--- src/rtl/td4_uart_pkg.sv ---
// Shared constants, state encodings and helpers for the TD4 UART loader.
package td4_uart_pkg;

  localparam logic [7:0] ASCII_CR = 8'h0D;
  localparam logic [7:0] ASCII_LF = 8'h0A;
  localparam logic [7:0] ASCII_W  = 8'h57;
  localparam logic [7:0] ASCII_I  = 8'h49;
  localparam logic [7:0] ASCII_R  = 8'h52;
  localparam logic [7:0] ASCII_X  = 8'h58;

  typedef enum logic [2:0] {
    RX_IDLE,
    RX_START,
    RX_DATA,
    RX_STOP,
    RX_BREAK
  } rx_state_t;

  typedef enum logic [3:0] {
    P_IDLE,
    W_ADDR,
    W_DHI,
    W_DLO,
    W_END,
    I_VAL,
    I_END,
    R_END,
    X_END
  } parse_state_t;

  // ASCII hex digit to {ok, nibble}; ok=0 for any non-hex character.
  function automatic logic [4:0] hex_to_nib(input logic [7:0] c);
    if (c >= 8'h30 && c <= 8'h39) return {1'b1, 4'(c - 8'h30)};
    if (c >= 8'h41 && c <= 8'h46) return {1'b1, 4'(c - 8'h37)};
    if (c >= 8'h61 && c <= 8'h66) return {1'b1, 4'(c - 8'h57)};
    return 5'b0_0000;
  endfunction

  // Fold lower-case letters onto upper case; other bytes pass unchanged.
  function automatic logic [7:0] to_upper(input logic [7:0] c);
    if (c >= 8'h61 && c <= 8'h7A) return 8'(c - 8'h20);
    return c;
  endfunction

  function automatic logic is_term(input logic [7:0] c);
    return (c == ASCII_CR) || (c == ASCII_LF);
  endfunction

endpackage

--- src/rtl/uart_rx_core.sv ---
// UART 8N1 receiver: 2-flop synchronizer, bit timer and receive FSM.
// Ports: mclock, reset_n (async active-low), rx (async serial in);
//        rx_byte / rx_byte_valid (1-cycle pulse), frame_err (1-cycle pulse).
module uart_rx_core
  import td4_uart_pkg::*;
#(
  parameter int unsigned CLK_HZ = 50_000_000,
  parameter int unsigned BAUD   = 115200
) (
  input  logic       mclock,
  input  logic       reset_n,
  input  logic       rx,
  output logic [7:0] rx_byte,
  output logic       rx_byte_valid,
  output logic       frame_err
);

  localparam int unsigned DIV = CLK_HZ / BAUD;
  localparam int unsigned CW  = (DIV > 1) ? $clog2(DIV) : 1;
  localparam logic [CW-1:0] HALF_LOAD = CW'(DIV / 2 - 1);
  localparam logic [CW-1:0] FULL_LOAD = CW'(DIV - 1);

  logic          rx_meta, rx_s;
  rx_state_t     state, state_d;
  logic [CW-1:0] cnt, cnt_d;
  logic [2:0]    bit_idx, bit_idx_d;
  logic [7:0]    shreg, shreg_d;
  logic [7:0]    rx_byte_d;
  logic          rx_byte_valid_d, frame_err_d;
  logic          cnt_zero;

  // Synchronizer; idles high so reset does not look like a start bit.
  always_ff @(posedge mclock or negedge reset_n) begin
    if (!reset_n) begin
      rx_meta <= 1'b1;
      rx_s    <= 1'b1;
    end else begin
      rx_meta <= rx;
      rx_s    <= rx_meta;
    end
  end

  // State and datapath registers.
  always_ff @(posedge mclock or negedge reset_n) begin
    if (!reset_n) begin
      state         <= RX_IDLE;
      cnt           <= '0;
      bit_idx       <= '0;
      shreg         <= '0;
      rx_byte       <= '0;
      rx_byte_valid <= 1'b0;
      frame_err     <= 1'b0;
    end else begin
      state         <= state_d;
      cnt           <= cnt_d;
      bit_idx       <= bit_idx_d;
      shreg         <= shreg_d;
      rx_byte       <= rx_byte_d;
      rx_byte_valid <= rx_byte_valid_d;
      frame_err     <= frame_err_d;
    end
  end

  assign cnt_zero = (cnt == '0);

  // Next-state: counter runs down to 0, where the line is sampled.
  always_comb begin
    state_d         = state;
    cnt_d           = cnt;
    bit_idx_d       = bit_idx;
    shreg_d         = shreg;
    rx_byte_d       = rx_byte;
    rx_byte_valid_d = 1'b0;
    frame_err_d     = 1'b0;

    case (state)
      RX_IDLE: begin
        if (!rx_s) begin
          state_d = RX_START;
          cnt_d   = HALF_LOAD;
        end
      end
      RX_START: begin
        if (cnt_zero) begin
          if (!rx_s) begin
            state_d   = RX_DATA;
            cnt_d     = FULL_LOAD;
            bit_idx_d = 3'd0;
          end else begin
            state_d = RX_IDLE;
          end
        end else begin
          cnt_d = cnt - CW'(1);
        end
      end
      RX_DATA: begin
        if (cnt_zero) begin
          shreg_d   = {rx_s, shreg[7:1]};
          cnt_d     = FULL_LOAD;
          bit_idx_d = bit_idx + 3'd1;
          if (bit_idx == 3'd7) state_d = RX_STOP;
        end else begin
          cnt_d = cnt - CW'(1);
        end
      end
      RX_STOP: begin
        if (cnt_zero) begin
          if (rx_s) begin
            rx_byte_d       = shreg;
            rx_byte_valid_d = 1'b1;
            state_d         = RX_IDLE;
          end else begin
            frame_err_d = 1'b1;
            state_d     = RX_BREAK;
          end
        end else begin
          cnt_d = cnt - CW'(1);
        end
      end
      RX_BREAK: begin
        if (rx_s) state_d = RX_IDLE;
      end
      default: state_d = RX_IDLE;
    endcase
  end

endmodule

--- src/rtl/td4_uart_loader.sv ---
// Serial command loader for the TD4 core: receives bytes and parses
// W<a><dh><dl>, I<v>, X, R commands terminated by CR or LF.
// Ports: mclock, reset_n, rx in; rx_byte/rx_byte_valid/frame_err from the
//        receiver; cmd_err, prog_we/prog_addr/prog_data, in_val/in_valid,
//        cpu_rst_req out. All outputs registered.
module td4_uart_loader
  import td4_uart_pkg::*;
#(
  parameter int unsigned CLK_HZ = 50_000_000,
  parameter int unsigned BAUD   = 115200
) (
  input  logic       mclock,
  input  logic       reset_n,
  input  logic       rx,
  output logic [7:0] rx_byte,
  output logic       rx_byte_valid,
  output logic       frame_err,
  output logic       cmd_err,
  output logic       prog_we,
  output logic [3:0] prog_addr,
  output logic [7:0] prog_data,
  output logic [3:0] in_val,
  output logic       in_valid,
  output logic       cpu_rst_req
);

  uart_rx_core #(
    .CLK_HZ (CLK_HZ),
    .BAUD   (BAUD)
  ) u_rx (
    .mclock        (mclock),
    .reset_n       (reset_n),
    .rx            (rx),
    .rx_byte       (rx_byte),
    .rx_byte_valid (rx_byte_valid),
    .frame_err     (frame_err)
  );

  parse_state_t p_state, p_state_d;
  logic [3:0]   wr_addr, wr_addr_d;
  logic [7:0]   wr_data, wr_data_d;
  logic [3:0]   in_nib, in_nib_d;
  logic         cmd_err_d, prog_we_d, cpu_rst_req_d, in_valid_d;
  logic [3:0]   prog_addr_d, in_val_d;
  logic [7:0]   prog_data_d;

  logic [4:0]   hex;
  logic [7:0]   uc;
  logic         term;

  assign hex  = hex_to_nib(rx_byte);
  assign uc   = to_upper(rx_byte);
  assign term = is_term(rx_byte);

  // Parser state, latched fields and committed outputs.
  always_ff @(posedge mclock or negedge reset_n) begin
    if (!reset_n) begin
      p_state     <= P_IDLE;
      wr_addr     <= '0;
      wr_data     <= '0;
      in_nib      <= '0;
      cmd_err     <= 1'b0;
      prog_we     <= 1'b0;
      prog_addr   <= '0;
      prog_data   <= '0;
      in_val      <= '0;
      in_valid    <= 1'b0;
      cpu_rst_req <= 1'b0;
    end else begin
      p_state     <= p_state_d;
      wr_addr     <= wr_addr_d;
      wr_data     <= wr_data_d;
      in_nib      <= in_nib_d;
      cmd_err     <= cmd_err_d;
      prog_we     <= prog_we_d;
      prog_addr   <= prog_addr_d;
      prog_data   <= prog_data_d;
      in_val      <= in_val_d;
      in_valid    <= in_valid_d;
      cpu_rst_req <= cpu_rst_req_d;
    end
  end

  // One received byte per cycle; a framing error silently drops the command.
  always_comb begin
    p_state_d     = p_state;
    wr_addr_d     = wr_addr;
    wr_data_d     = wr_data;
    in_nib_d      = in_nib;
    cmd_err_d     = 1'b0;
    prog_we_d     = 1'b0;
    prog_addr_d   = prog_addr;
    prog_data_d   = prog_data;
    in_val_d      = in_val;
    in_valid_d    = in_valid;
    cpu_rst_req_d = 1'b0;

    if (frame_err) begin
      p_state_d = P_IDLE;
    end else if (rx_byte_valid) begin
      // Default for every non-accepting path; accepted bytes override.
      p_state_d = P_IDLE;
      case (p_state)
        P_IDLE: begin
          if      (uc == ASCII_W) p_state_d = W_ADDR;
          else if (uc == ASCII_I) p_state_d = I_VAL;
          else if (uc == ASCII_R) p_state_d = R_END;
          else if (uc == ASCII_X) p_state_d = X_END;
          else if (!term)         cmd_err_d = 1'b1;
        end
        W_ADDR: begin
          if (hex[4]) begin
            wr_addr_d = hex[3:0];
            p_state_d = W_DHI;
          end else cmd_err_d = 1'b1;
        end
        W_DHI: begin
          if (hex[4]) begin
            wr_data_d[7:4] = hex[3:0];
            p_state_d      = W_DLO;
          end else cmd_err_d = 1'b1;
        end
        W_DLO: begin
          if (hex[4]) begin
            wr_data_d[3:0] = hex[3:0];
            p_state_d      = W_END;
          end else cmd_err_d = 1'b1;
        end
        I_VAL: begin
          if (hex[4]) begin
            in_nib_d  = hex[3:0];
            p_state_d = I_END;
          end else cmd_err_d = 1'b1;
        end
        W_END: begin
          if (term) begin
            prog_we_d   = 1'b1;
            prog_addr_d = wr_addr;
            prog_data_d = wr_data;
          end else cmd_err_d = 1'b1;
        end
        I_END: begin
          if (term) begin
            in_val_d   = in_nib;
            in_valid_d = 1'b1;
          end else cmd_err_d = 1'b1;
        end
        X_END: begin
          if (term) in_valid_d = 1'b0;
          else      cmd_err_d  = 1'b1;
        end
        R_END: begin
          if (term) cpu_rst_req_d = 1'b1;
          else      cmd_err_d     = 1'b1;
        end
        default: p_state_d = P_IDLE;
      endcase
    end
  end

endmodule

--- config.mk ---
export PLATFORM = sky130hd
export DESIGN_NAME = td4_uart_loader
export DESIGN_NICKNAME = d
export VERILOG_FILES = /design/src/rtl/td4_uart_pkg.sv /design/src/rtl/uart_rx_core.sv /design/src/rtl/td4_uart_loader.sv
export SDC_FILE = /design/constraint.sdc
export NUM_CORES = 1
export LEC_CHECK = 0
export ABC_AREA = 1
export BUFFER_PORTS_ARGS = -buffer_cell sky130_fd_sc_hd__buf_4
export CORE_MARGIN = 8
export CORE_UTILIZATION = 60
export CTS_CLUSTER_DIAMETER = 80
export CTS_CLUSTER_SIZE = 25
export DETAILED_ROUTE_END_ITERATION = 8
export PLACE_DENSITY = 0.9
export SETUP_SLACK_MARGIN = 0.05
export SKIP_LAST_GASP = 1
export SLEW_MARGIN = 25
export SYNTH_ARGS = -nofsm -noshare
export SYNTH_HDL_FRONTEND = slang
export SYNTH_SLANG_ARGS = --single-unit
--- constraint.sdc ---
create_clock -name mclock -period 4 [get_ports mclock]
set_input_delay 0.8 -clock mclock [delete_from_list [all_inputs] [get_ports mclock]]
set_output_delay 0.8 -clock mclock [all_outputs]
set_load 0.02 [all_outputs]
==> results by group <==
Clock network
  • Worst skew pair latency: roughly 0.34 ns
  • Clk sinks: 75
  • CTS Hold Bufs: 0
  • Total clock buffers created by CTS: 9
  • Clock-pin slew on the worst setup and hold paths: 0.08 ns
  • Post-CTS sizing: 0
  • Clk buf depth: 2
  • Postcts setup bufs: 0
  • CTS H-tree lvls: 3
  • CTS tree: yes
  • Root Driver: clkbuf_8

STA
  • Setup_tns: 0 ns
  • Final setup viols: 0
  • Worst-margin pin slew: 0.905 ns
  • Setup ws final: ~1.8 ns
  • RSZ-0062 raised after global routing: false
  • Hold Vio Cnt, Final: 0
  • Tmin final: around 2.2 ns
  • Worst Clk Skew: a little over 0.01 ns
  • Fmax: 446 MHz
  • Slew Limit Fails: 0
  • Final period util: 0.561
  • Slew margin rel.: 0.397

Logic synthesis
  • Netlist Area Pre-Place: 3720 µm²
  • Top FF cell, synth: dfrtp_1
  • Most common cell in the netlist: nand2_1
  • Largest area contributor in the netlist: dfrtp_1
  • Post-synthesis cell count: between 400 and 500
  • Post-synth top cells: nand2_1 (123), dfrtp_1 (73), inv_1 (57)
  • Synth Register Bits: 75
  • Ys Warns: 0
  • EDFF count, synth: 0
  • Seq/Total Area, Yosys: 0.505
  • Asr flop ratio synth: 1.00
  • Yosys cell types: 38
  • Mean Syn Cell Area: 8.23 µm²
  • Top cell type's share of synthesized area: 0.491
  • Syn Nets: about 470
  • Top cells by area, synth: dfrtp_1 (49%), nand2_1 (12%), inv_1 (5.8%)

Critical path
  • Crit Reg-Reg Endpoint: cmd_err
  • Crit path buffers/inverters: 2
  • Crit Path Category: reg -> reg
  • CP endpoint kind: flip-flop
  • Worst R2R Path Depth: 14
  • CP Launch Point: u_rx.rx_byte[1]
  • RR Startpoint: u_rx.rx_byte[1]
  • Critical path's slowest cell: dfrtp_1
  • CP Data Required Time: between 4 and 5 ns
  • CP dominant cell by count: nand2_1
  • Crit Path Max Fanout: 7
  • Cells along the critical path: inv_1, ha_1, inv_1, nand3_1, nand2_1, nand2_1, nand3_1, nand2_1, nor2_1, nand3_1, nand2_1, nor2_1, nand2_1, a21oi_1
  • FF-to-FF setup slack: 1.76 ns
  • Critical Path AT: roughly 2.5 ns
  • CP Launch Type: flip-flop
  • Delay-heaviest family, CP: simple AND/OR/NAND/NOR gates
  • CP peak stage delay: between 0.4 and 0.5 ns

Floorplanning
  • Initial Utilization: 0.624
  • Core area: between 5000 and 6000 µm²
  • Height of the die: between 90 and 100 µm
  • Die Area: ~9000 µm²
  • Num rows: 28
  • Die X: approximately 95 µm
  • IO Count: 33

Min path
  • Hold Path Sink: u_rx.rx_s
  • Hold Crit Class: reg -> reg
  • Min-Delay Path Depth: 0
  • Hold Startpoint: u_rx.rx_meta

Place
  • Pre-CTS setup slack: between 1.5 and 2 ns
  • Placer Congestion: ~0.9
  • Port bufs: 32
  • DP HPWL: ~5700 µm

Pwr
  • Worst VDD drop: ~0.00025 V
  • Clock network fraction of total power: 0.477
  • Internal Pwr Total: 1.18 mW
  • Leakage: 2.13 nW
  • PwrDens: 348 nW/µm²
  • P_sw: 0.303 mW
  • Sequential cell fraction of total power: 0.512
  • Switching share of total power: 0.204
  • Comb pwr share: 0.011

Routing
  • Total routed wirelength: 8050 µm
  • Residual DRC: 0
  • DR vias: between 3000 and 4000
  • Pre-Repair DR Iteration Count: 5
  • Drt via density: 5.48
  • Mean routed wirelength per cell: between 10 and 15 µm
  • DRT iter0 DRCs: around 180
  • Antenna viol nets, final: 0

GRT
  • Total GRT Usage: 0.191
  • Global-route wire length before repair: between 10000 and 15000 µm
  • Grt ovf: 0
  • Vias in the first global route: 3043
  • Initial antenna violation count: 0
  • Largest net degree at the start of global routing: between 70 and 80

Run status
  • Status: finished clean

Job
  • Max Cap Viol: 0

Final layout
  • Layout cells sized above 1: 0.136
  • Final nets: 503
  • Area delta synth->final: 14.7%
  • Diodes inserted: 0
==> cells in the final DEF, fill, tap and decap left out, types with 2 or more instances in the layout <==
| cell type | synthesis | routed |
|---|---|---|
| ha_1 | 11 | 11 |
| nand4_1 | 3 | 3 |
| xor2_1 | 2 | 2 |
| clkbuf_8 | 0 | 9 |
| inv_2 | 3 | 3 |
| dfstp_2 | 2 | 2 |
| inv_6 | 0 | 2 |
| a31oi_1 | 2 | 2 |
| o31ai_1 | 2 | 2 |
| o22ai_1 | 3 | 3 |
| nand3_1 | 26 | 26 |
| o21ai_1 | 14 | 14 |
| a32o_1 | 2 | 2 |
| o21ai_0 | 41 | 41 |
| buf_4 | 1 | 32 |
| nor2_4 | 3 | 3 |
| a21oi_1 | 13 | 13 |
| nor3_1 | 9 | 9 |
| nor2_1 | 41 | 41 |
| inv_1 | 57 | 57 |
| nand2_2 | 2 | 2 |
| nand2_1 | 123 | 123 |
| bufinv_16 | 0 | 3 |
| dfrtp_1 | 73 | 73 |
==> cell families (layout without fill, tap and decap cells) <==
kind of cell,after synthesis,after routing,share of synthesized area
compound gates,81,81,0.121
xor+xnor,2,2,0.00471
fa+ha+maj,11,11,0.0370
buf+inv,66,108,0.0703
flops,75,75,0.505
mux,1,1,0.00303
simple gates,216,216,0.258
==> per-stage QoR <==
| step | cell area [µm²] | total power, mW | cells | util | hold slack, ns |
|---|---|---|---|---|---|
| after floorplan | 3720 | 0.776 | 452 | - | 0.345 |
| after global placement | 4020 | 0.792 | 553 | 0.674 | 0.346 |
| after detailed placement | 4020 | 0.793 | 553 | 0.674 | 0.347 |
| after CTS | 4260 | 1.50 | 569 | 0.716 | 0.359 |
| after global routing | 4260 | 1.53 | 569 | 0.716 | 0.362 |
| final | 4260 | 1.48 | 569 | 0.716 | 0.359 |
==> power groups by stage <==
stage	logic, mW	registers [mW]	clock network, mW
3_3_place_gp	0.0172	0.775	0
4_1_cts	0.0177	0.760	0.719
5_1_grt	0.0199	0.760	0.752
3_5_place_dp	0.0177	0.775	0
6_report	0.0164	0.760	0.707
2_1_floorplan	0.00108	0.775	0
==> per-layer routing <==
layer | vias up | GRT usage | share of wire
met1 | 1444 | 0.226 | 0.41
met5 | - | 0 | 0
met2 | 117 | 0.331 | 0.50
met4 | 0 | 0.0754 | 0.018
met3 | 16 | 0.0429 | 0.071
li1 | 1541 | - | -
==> layout make-up <==
cell class | count | area [µm²]
Sequential cell | 75 | 1880
Fill cell | 431 | 1690
Multi-Input combinational cell | 311 | 1580
Timing Repair Buffer | 32 | 240
Inverter | 60 | 225
Clock buffer | 9 | 124
Clock inverter | 7 | 124
Tap cell | 75 | 93.8
==> state kept, by name, indices dropped and copies added, names as in the netlist, 8 cells and up <==
| signal | cells |
|---|---|
| u_rx.shreg | 8 |
| u_rx.cnt | 9 |
| u_rx.rx_byte | 8 |
| prog_data | 8 |
| wr_data | 8 |
==> worst max path at each step <==
| stage | endpoint | slack, ns | cells past startpoint |
|---|---|---|---|
| global placement | cmd_err | 1.90 | 14 |
| CTS | cmd_err | 1.78 | 14 |
| global route | p_state[3] | 1.49 | 14 |
| floorplan | cmd_err | 2.00 | 14 |
| detailed placement | cmd_err | 1.80 | 14 |
| finish | cmd_err | 1.76 | 14 |
==> worst register-to-register path, delay by kind of cell, from the launching register on <==
kind / cells / cell delay [ns]
AO/OA/AOI/OAI: 1 / 0.06
adder cells (fa/ha/maj): 1 / 0.23
buffers and inverters: 2 / 0.31
flip-flops: 1 / 0.49
AND/OR/NAND/NOR: 10 / 1.05
No activity file was read; power rests on OpenSTA's default activity.
